### src/rtl/avalon_packetizer.sv
// Avalon-ST packetizer: frames an unframed stream of data words into packets
// whose length in bytes comes from a separate descriptor (msg_len). Data
// passes straight through with zero latency. The packetizer only adds
// sop/eop/empty framing and gates the handshake.
//
// Ports
//   clk, rst            single clock, synchronous active-high reset
//   msg_len[_valid/_rdy] length descriptor in bytes for the next packet
//   raw_data_*          unframed input words (data/valid/rdy)
//   packet_msg_*        framed output (data/valid/sop/eop/empty, rdy from sink)
//   zero_len_err        one-cycle pulse: a zero-length descriptor was dropped
//   pkt_done            one-cycle pulse the cycle after an eop transfer
//
// state   | meaning
// IDLE    | waiting for a length descriptor; data path closed
// IN_MSG  | streaming the words of the current packet straight through
module avalon_packetizer #(
    parameter  int DATA_WIDTH_IN_BYTES = 16,
    parameter  int LEN_WIDTH           = 16,
    localparam int EMPTY_W             = $clog2(DATA_WIDTH_IN_BYTES),
    localparam int DATA_W              = DATA_WIDTH_IN_BYTES * 8
) (
    input  logic                 clk,
    input  logic                 rst,

    input  logic [LEN_WIDTH-1:0] msg_len,
    input  logic                 msg_len_valid,
    output logic                 msg_len_rdy,

    input  logic [DATA_W-1:0]    raw_data_data,
    input  logic                 raw_data_valid,
    output logic                 raw_data_rdy,

    output logic [DATA_W-1:0]    packet_msg_data,
    output logic                 packet_msg_valid,
    output logic                 packet_msg_sop,
    output logic                 packet_msg_eop,
    output logic [EMPTY_W-1:0]   packet_msg_empty,
    input  logic                 packet_msg_rdy,

    output logic                 zero_len_err,
    output logic                 pkt_done
);

    typedef enum logic {
        IDLE   = 1'b0,
        IN_MSG = 1'b1
    } state_t;

    state_t               state_q, state_d;
    logic [LEN_WIDTH:0]   words_left_q, words_left_d;
    logic [EMPTY_W-1:0]   last_empty_q, last_empty_d;
    logic                 first_q, first_d;
    logic                 zero_len_err_d;
    logic                 pkt_done_d;

    // One extra bit so rounding up the largest msg_len cannot wrap.
    logic [LEN_WIDTH:0]   len_round;
    logic [LEN_WIDTH:0]   words_ceil;
    logic [EMPTY_W-1:0]   empty_calc;
    logic                 last_word;

    always_comb begin
        len_round  = {1'b0, msg_len} + (LEN_WIDTH+1)'(DATA_WIDTH_IN_BYTES - 1);
        words_ceil = len_round >> EMPTY_W;
        // Negating the low bits modulo the word size gives the unused byte
        // count of the final word, and 0 when the length is word-aligned.
        empty_calc = EMPTY_W'(0) - msg_len[EMPTY_W-1:0];
        last_word  = (words_left_q == (LEN_WIDTH+1)'(1));
    end

    always_ff @(posedge clk) begin
        if (rst) begin
            state_q      <= IDLE;
            words_left_q <= '0;
            last_empty_q <= '0;
            first_q      <= 1'b0;
            zero_len_err <= 1'b0;
            pkt_done     <= 1'b0;
        end else begin
            state_q      <= state_d;
            words_left_q <= words_left_d;
            last_empty_q <= last_empty_d;
            first_q      <= first_d;
            zero_len_err <= zero_len_err_d;
            pkt_done     <= pkt_done_d;
        end
    end

    always_comb begin
        state_d          = state_q;
        words_left_d     = words_left_q;
        last_empty_d     = last_empty_q;
        first_d          = first_q;
        zero_len_err_d   = 1'b0;
        pkt_done_d       = 1'b0;
        msg_len_rdy      = 1'b0;
        raw_data_rdy     = 1'b0;
        packet_msg_data  = raw_data_data;
        packet_msg_valid = 1'b0;
        packet_msg_sop   = 1'b0;
        packet_msg_eop   = 1'b0;
        packet_msg_empty = '0;

        case (state_q)
            IDLE: begin
                msg_len_rdy = 1'b1;
                if (msg_len_valid) begin
                    if (msg_len == '0) begin
                        zero_len_err_d = 1'b1;
                    end else begin
                        words_left_d = words_ceil;
                        last_empty_d = empty_calc;
                        first_d      = 1'b1;
                        state_d      = IN_MSG;
                    end
                end
            end

            IN_MSG: begin
                packet_msg_valid = raw_data_valid;
                raw_data_rdy     = packet_msg_rdy;
                // Framing is gated by valid so idle cycles never show sop/eop.
                packet_msg_sop   = raw_data_valid & first_q;
                packet_msg_eop   = raw_data_valid & last_word;
                packet_msg_empty = packet_msg_eop ? last_empty_q : '0;
                if (raw_data_valid && packet_msg_rdy) begin
                    words_left_d = words_left_q - (LEN_WIDTH+1)'(1);
                    first_d      = 1'b0;
                    if (last_word) begin
                        state_d    = IDLE;
                        pkt_done_d = 1'b1;
                    end
                end
            end

            default: state_d = IDLE;
        endcase
    end

endmodule

### config.mk
export PLATFORM = sky130hd
export DESIGN_NAME = avalon_packetizer
export DESIGN_NICKNAME = d
export VERILOG_FILES = /design/src/rtl/avalon_packetizer.sv
export SDC_FILE = /design/constraint.sdc
export NUM_CORES = 1
export LEC_CHECK = 0
export CORE_AREA = 2 2 110 112
export CTS_CLUSTER_DIAMETER = 120
export DETAILED_ROUTE_END_ITERATION = 10
export DIE_AREA = 0 0 112 114
export PLACE_DENSITY = 0.75
export SYNTH_ARGS = -nofsm -noshare
export SYNTH_HDL_FRONTEND = slang
export SYNTH_SLANG_ARGS = --single-unit
### constraint.sdc
create_clock -name clk -period 2.3 [get_ports clk]
set_input_delay 0.23 -clock clk [delete_from_list [all_inputs] [get_ports clk]]
set_output_delay 0.23 -clock clk [all_outputs]
set_load 0.01 [all_outputs]
==> results of run 1 <==
flip-flops by register name (all words and copies together), names as in the netlist:
name and flops:
state_q 1, words_left_q 17, pkt_done 1, last_empty_q 4, first_q 1, zero_len_err 1
per-layer routing:
layer	wire length [um]	track usage	part of all wire	vias to the layer above
li1	-	-	-	952
met5	0	0	0	-
met3	834	0.0351	0.13	65
met4	458	0.0732	0.069	0
met1	2320	0.105	0.35	927
met2	3020	0.157	0.46	157
cell usage after synthesis (all sizes together):
cell type,instances
dfxtp,25
nor4,12
a21o,2
o21bai,1
a211o,1
o21a,1
o32a,1
nor3,13
or4b,1
and3,1
nor2,23
mux2i,6
nand3,5
nor4b,1
o31a,2
or3,3
and2,5
nand4,4
xor2,5
nor2b,2
or2,2
o211ai,6
a41oi,1
clkbuf,7
nand3b,1
o31ai,1
nand2b,6
xnor2,9
a21oi,20
o32ai,1
or3b,1
ha,3
buf,130
inv,7
or4,4
nand2,17
o21ai,13
a31oi,2
nor3b,3
power groups by stage:
| stage | Sequential, mW | Clock (mW) | Combinational (mW) |
|---|---|---|---|
| final | 0.488 | 0.392 | 0.445 |
| after global routing | 0.491 | 0.411 | 0.482 |
| after CTS | 0.486 | 0.395 | 0.432 |
| after detailed placement | 0.495 | 0 | 0.414 |
| after global placement | 0.493 | 0 | 0.408 |
| after floorplan | 0.494 | 0 | 0.456 |
kinds of logic (layout without fill, tap and decap cells):
logic type      Yosys count  after routing  synth area share
buf+inv                 144             91             0.390
simple gates            104            104             0.217
compound gates           52             52             0.120
flops                    25             25             0.190
xor+xnor                 14             14            0.0467
mux                       6              6            0.0229
fa+ha+maj                 3              3            0.0143
how the worst max path moves through the flow:
stage	from	endpoint	depth (start not counted)
floorplan	words_left_q[6]	packet_msg_empty[0]	6
global placement	words_left_q[6]	packet_msg_empty[1]	6
detailed placement	words_left_q[6]	packet_msg_empty[2]	6
CTS	words_left_q[6]	packet_msg_empty[1]	8
global route	words_left_q[6]	packet_msg_empty[0]	8
finish	words_left_q[6]	packet_msg_empty[0]	8
timing repair:
action                                  CTS  global route
resized for setup                        28            10
pin swaps                                 2             4
endpoints found under the setup margin    6             7
buffers inserted                          8             2
critical path, cell delays in order (launching register included):
cell and delay, ns:
dfxtp_2 0.32, or4_4 0.52, or4_4 0.44, or4b_4 0.52, nor2_4 0.13, buf_4 0.13, buf_6 0.08, and2_4 0.13
buf_6 0.09
layout make-up:
cell class / instances / area [um^2]
Sequential cell: 25 / 502
Clock buffer: 4 / 78.8
Inverter: 7 / 26.3
Tap cell: 147 / 184
Fill cell: 1311 / 9090
Multi-Input combinational cell: 179 / 1130
Timing Repair Buffer: 80 / 698
==> run_results.csv, run 1 <==
group,metric,value,unit
power_and_ir_drop,comb_power_share,0.336,
power_and_ir_drop,p_seq_frac,0.368,
sta,totalNegativeSetupSlack,-3.34,ns
cts,cts_tree,"yes",
finish,share_of_cells_above_drive_strength_1,0.247,
drt,drt_pass1_iterations,5,
cts,clkSinkCount,25,
worst_setup_path,required,2.07,ns
sta,final.setup_skew,0.00338,ns
floorplanning,floorplan.io_pins,288,
drt,via_density_per_instance,4.75,
grt,antenna_found_initial,0,
synth,synthesis.area_per_instance,7.55,um^2
flow_run,maxCapViolations,0,
finish,layout.cells.most_common_list,"buf_4 (42), clkdlybuf4s50_1 (26), dfxtp_1 (24)",
power_and_ir_drop,post-layout-total-power,1.33,mW
floorplanning,chipWidth,112,um
cts,post_cts_hold_buffer_count,0,
floorplanning,die_h,114,um
power_and_ir_drop,peakVddDrop,299,uV
synth,synth_largest_type_area_fraction,0.366,
drt,dr.first_iter.drc_count,142,
min_path,hold_class,"primary input to primary output",
finish,layout.cell_area.non_filler,2620,um^2
floorplanning,initial_core_utilization,0.224,
status,violations_in_the_final_reports,"negative setup slack",
sta,period_share,1.24,
placement,post_dp_cell_area,2420,um^2
finish,design.final.nets,448,
drt,routed-via-count,2101,
sta,rsz0062_at_grt,"true",
drt,wire_per_inst,15.0,um
sta,timing.slew.headroom,0.452,
status,outcome,"complete, but fails checks",
worst_setup_path,reg2reg_slack,-0.51,ns
synth,flop_and_latch_count_out_of_synthesis,25,
worst_setup_path,worstRegToRegCells,11,
synth,synthDominantAreaCellType,"buf_4",
grt,pin_count_of_the_biggest_net_entering_global_routing,21,
placement,gp_congestion,0.910,
cts,cell_at_the_root_of_the_clock_tree,"clkbuf_16",
worst_setup_path,setup.worst_path.class,"flop to primary output",
placement,worst_slack_at_placement,-0.570,ns
synth,yosysWarningCount,0,
worst_setup_path,crit-reg2reg-launch,"words_left_q[6]",
worst_setup_path,crit_path_end_kind,"primary output",
power_and_ir_drop,swShare,0.309,
sta,fin_hold_ws,0.460,ns
sta,max_clock_freq,351,MHz
drt,post-route-drc-count,0,
synth,synth.cell_area,2630,um^2
min_path,holdPathStages,0,
synth,mappedNetlistNets,500,
floorplanning,core_area,11700,um^2
cts,cts.path.max_buffers,2,
placement,dpl.hpwl,4910,um
placement,numPlacedInstances,429,
sta,final.min_clock_period,2.85,ns
worst_setup_path,worst_setup_path_start_kind,"flop",
worst_setup_path,reg2reg_to,"state_q",
sta,setup_violations_final,7,
floorplanning,design.die.area,12800,um^2
sta,timing_hold_violations_final,0,
drt,antenna_left,0,
power_and_ir_drop,clkPwrFrac,0.296,
grt,gr-total-overflow,0,
sta,worst_slack,-0.550,ns
drt,routed_wirelength,6630,um
cts,clock_slew_at_the_register_clock_pins_of_the_worst_setup_and_hold_paths,0.06,ns
cts,clock_h_tree_levels,1,
min_path,min_from,"raw_data_data[112]",
synth,synthTopCellsByArea,"buf_4 (37%), dfxtp_1 (19%), a21oi_1 (3.8%)",
cts,worstSkewPairLatency,0.26,ns
finish,utilization,0.224,
finish,layout-area-overhead-vs-synth,-0.238,%
power_and_ir_drop,power_report.internal_total,915,uW
power_and_ir_drop,p_switching,410,uW
synth,netlist_instances,348,
finish,antenna_cells_inserted,0,
grt,first_global_vias,2107,
power_and_ir_drop,p_leak,1.00,nW
placement,portBuffers,31,
grt,grt_pass1_wl,10300,um
floorplanning,std_cell_rows,40,
sta,report.final.slew_viol_count,0,
finish,layout.cells.most_common,"buf_4",
worst_setup_path,worstPathArrival,2.62,ns
synth,post_synthesis_cell_type_count,45,
power_and_ir_drop,powerDensity,506,nW/um^2
finish,fin_cells,442,
min_path,hold_path_end,"packet_msg_data[112]",
worst_setup_path,crit_path_max_fanout,3,
grt,grt_util_all_layers,0.0973,
cts,numCtsBuffers,3,
synth,yosysSeqAreaShare,0.190,
sta,transition_at_the_pin_with_the_smallest_max_transition_slack,0.819,ns
Note: power is estimated with default switching activity, not from simulation.
==> run 2: changes to the inputs <==
--- a/config.mk
+++ b/config.mk
@@ -9,7 +9,7 @@
 export CTS_CLUSTER_DIAMETER = 120
 export DETAILED_ROUTE_END_ITERATION = 10
 export DIE_AREA = 0 0 112 114
-export PLACE_DENSITY = 0.75
+export PLACE_DENSITY = 0.73
 export SYNTH_ARGS = -nofsm -noshare
 export SYNTH_HDL_FRONTEND = slang
 export SYNTH_SLANG_ARGS = --single-unit
==> constraint.sdc (replaced) <==
create_clock -name clk -period 3.5 [get_ports clk]
set_input_delay 0.35 -clock clk [delete_from_list [all_inputs] [get_ports clk]]
set_output_delay 0.35 -clock clk [all_outputs]
set_load 0.01 [all_outputs]
==> run 2 against run 1 <==
Compared with the run above: the flow now finishes without violations; non-clock buffer count decreased by 45; total power is 39% lower; count of clock-buffer cells in the layout is 1 lower; wire length decreased by 12%; sequential cell count is the same; critical endpoint is now packet_msg_empty[1]; global-route usage down 1.1 points; utilization shrank 3.3 points; largest cell class unchanged; first-iteration DRC count shrank 37%; cell count is 10% lower; combinational power down 49%.
==> run_results.csv, run 2 (same netlist as run 1, synthesis figures left out) <==
group,metric,value,unit
sta,transition_at_the_pin_with_the_smallest_max_transition_slack,0.937,ns
sta,max_clock_freq,294,MHz
grt,gr-total-overflow,0,
cts,cts_tree,"yes",
cts,cts.path.max_buffers,2,
worst_setup_path,crit_path_end_kind,"primary output",
placement,dpl.hpwl,4450,um
power_and_ir_drop,powerDensity,361,nW/um^2
floorplanning,die_h,114,um
cts,numCtsBuffers,3,
grt,antenna_found_initial,0,
sta,final.setup_skew,0.00339,ns
placement,worst_slack_at_placement,0.340,ns
drt,drt_pass1_iterations,4,
grt,first_global_vias,1797,
cts,post_cts_buffers,0,
status,outcome,"finished clean",
sta,timing.slew.headroom,0.373,
min_path,hold_class,"flop to flop",
finish,design.final.nets,403,
floorplanning,floorplan.io_pins,288,
finish,share_of_cells_above_drive_strength_1,0.0720,
placement,portBuffers,31,
cts,cell_at_the_root_of_the_clock_tree,"clkbuf_16",
finish,antenna_cells_inserted,0,
worst_setup_path,crit_top_cell,"or4_4",
cts,clkSinkCount,25,
worst_setup_path,cp_cell_sequence,"or4_4 > or4_4 > or4b_4 > nor2_4 > and2_1 > clkdlybuf4s50_1",
flow_run,maxCapViolations,0,
worst_setup_path,cp_slowest_stage_delay,0.57,ns
sta,timing_hold_violations_final,0,
power_and_ir_drop,peakVddDrop,200,uV
finish,layout.cells.most_common,"clkdlybuf4s50_1",
worst_setup_path,worst_setup_path_start_kind,"flop",
drt,routed_wirelength,5850,um
drt,antenna_left,0,
worst_setup_path,timing.critical_path.slowest_stage_cell,"or4_4",
finish,layout-area-overhead-vs-synth,-14.8,%
power_and_ir_drop,p_leak,0.755,nW
worst_setup_path,worstPathArrival,3.05,ns
drt,dr.first_iter.drc_count,90,
finish,layout.cells.most_common_list,"clkdlybuf4s50_1 (31), dfxtp_1 (25), nor2_1 (22)",
floorplanning,std_cell_rows,40,
drt,wire_per_inst,14.7,um
finish,top_regs,"words_left_q x17, last_empty_q x4",
floorplanning,chipWidth,112,um
sta,worst_slack,0.0967,ns
drt,post-route-drc-count,0,
worst_setup_path,setup.worst_path.class,"flop to primary output",
grt,grt_pass1_wl,8790,um
grt,pin_count_of_the_biggest_net_entering_global_routing,27,
worst_setup_path,required,3.15,ns
cts,worstSkewPairLatency,0.26,ns
cts,clock_h_tree_levels,1,
floorplanning,design.die.area,12800,um^2
worst_setup_path,crit_buf_inv,1,
grt,grt_util_all_layers,0.0860,
sta,totalNegativeSetupSlack,0,ns
drt,routed-via-count,1925,
sta,report.final.slew_viol_count,0,
worst_setup_path,crit_path_max_fanout,7,
cts,clock_slew_at_the_register_clock_pins_of_the_worst_setup_and_hold_paths,0.07,ns
sta,final.min_clock_period,3.40,ns
worst_setup_path,crit_family,"simple AND/OR/NAND/NOR gates",
floorplanning,initial_core_utilization,0.224,
sta,setup_violations_final,0,
placement,gp_congestion,0.910,
finish,largest_reg_flops,17,
finish,registers.top_by_ff_count,"words_left_q",
floorplanning,core_area,11700,um^2
sta,period_share,0.972,
sta,rsz0062_at_grt,"false",
drt,via_density_per_instance,4.85,
[run 2: cell count changes in the layout (fill, tap and decap cells not counted), moves of 2 or more]
cell	previous run	this run
and2_1	3	5
buf_2	2	0
buf_6	9	0
and2_4	2	0
clkdlybuf4s50_1	26	31
buf_4	42	4
[run 2: worst min-delay path: cells and delay by family (launching register included)]
kind / cells / cell delay [ns]
flip-flops: 1 / 0.32
AO/OA/AOI/OAI: 1 / 0.06
AND/OR/NAND/NOR: 1 / 0.07
[run 2: final cells by class]
| class | count | area (um^2) |
|---|---|---|
| inverters | 7 | 26.3 |
| flip-flops and latches | 25 | 500 |
| fillers | 1325 | 9470 |
| clock buffers | 3 | 75.1 |
| clock inverters | 1 | 5.00 |
| repair buffers | 35 | 340 |
| well taps | 147 | 184 |
| multi-input cells | 179 | 1110 |
[run 2: stage by stage]
step | instance area [um^2] | hold slack, ns | utilization | instances | power, mW
2_1_floorplan | 2630 | 0.448 | - | 348 | 0.624
3_3_place_gp | 2150 | 0.465 | 0.184 | 393 | 0.545
3_5_place_dp | 2150 | 0.471 | 0.184 | 393 | 0.549
4_1_cts | 2230 | 0.485 | 0.191 | 397 | 0.804
5_1_grt | 2240 | 0.514 | 0.191 | 397 | 0.849
6_report | 2240 | 0.485 | 0.191 | 397 | 0.809
[run 2: metal layers]
layer | GRT usage | part of all wire | vias up
met4 | 0.0992 | 0.099 | 0
met1 | 0.0831 | 0.35 | 879
met5 | 0 | 0 | -
li1 | - | - | 859
met2 | 0.133 | 0.44 | 119
met3 | 0.0324 | 0.12 | 68
[run 2: timing repair]
item                       CTS  global route
setup endpoints to repair    0             4
gates resized for setup      0             1
hold buffers                 0             0
[run 2: path summary, 6_finish.rpt]
check,startpoint,endpoint,slack [ns],cells past startpoint
worst min register to register,first_q,first_q,0.48,2
worst min-delay path,first_q,first_q,0.48,2
worst max register to register,words_left_q[6],state_q,1.15,5
worst max-delay path,words_left_q[6],packet_msg_empty[1],0.1,6
[run 2: power breakdown]
group,switching (mW),internal (mW)
clock,0.104,0.154
combinational,0.126,0.0997
sequential,0.0202,0.305
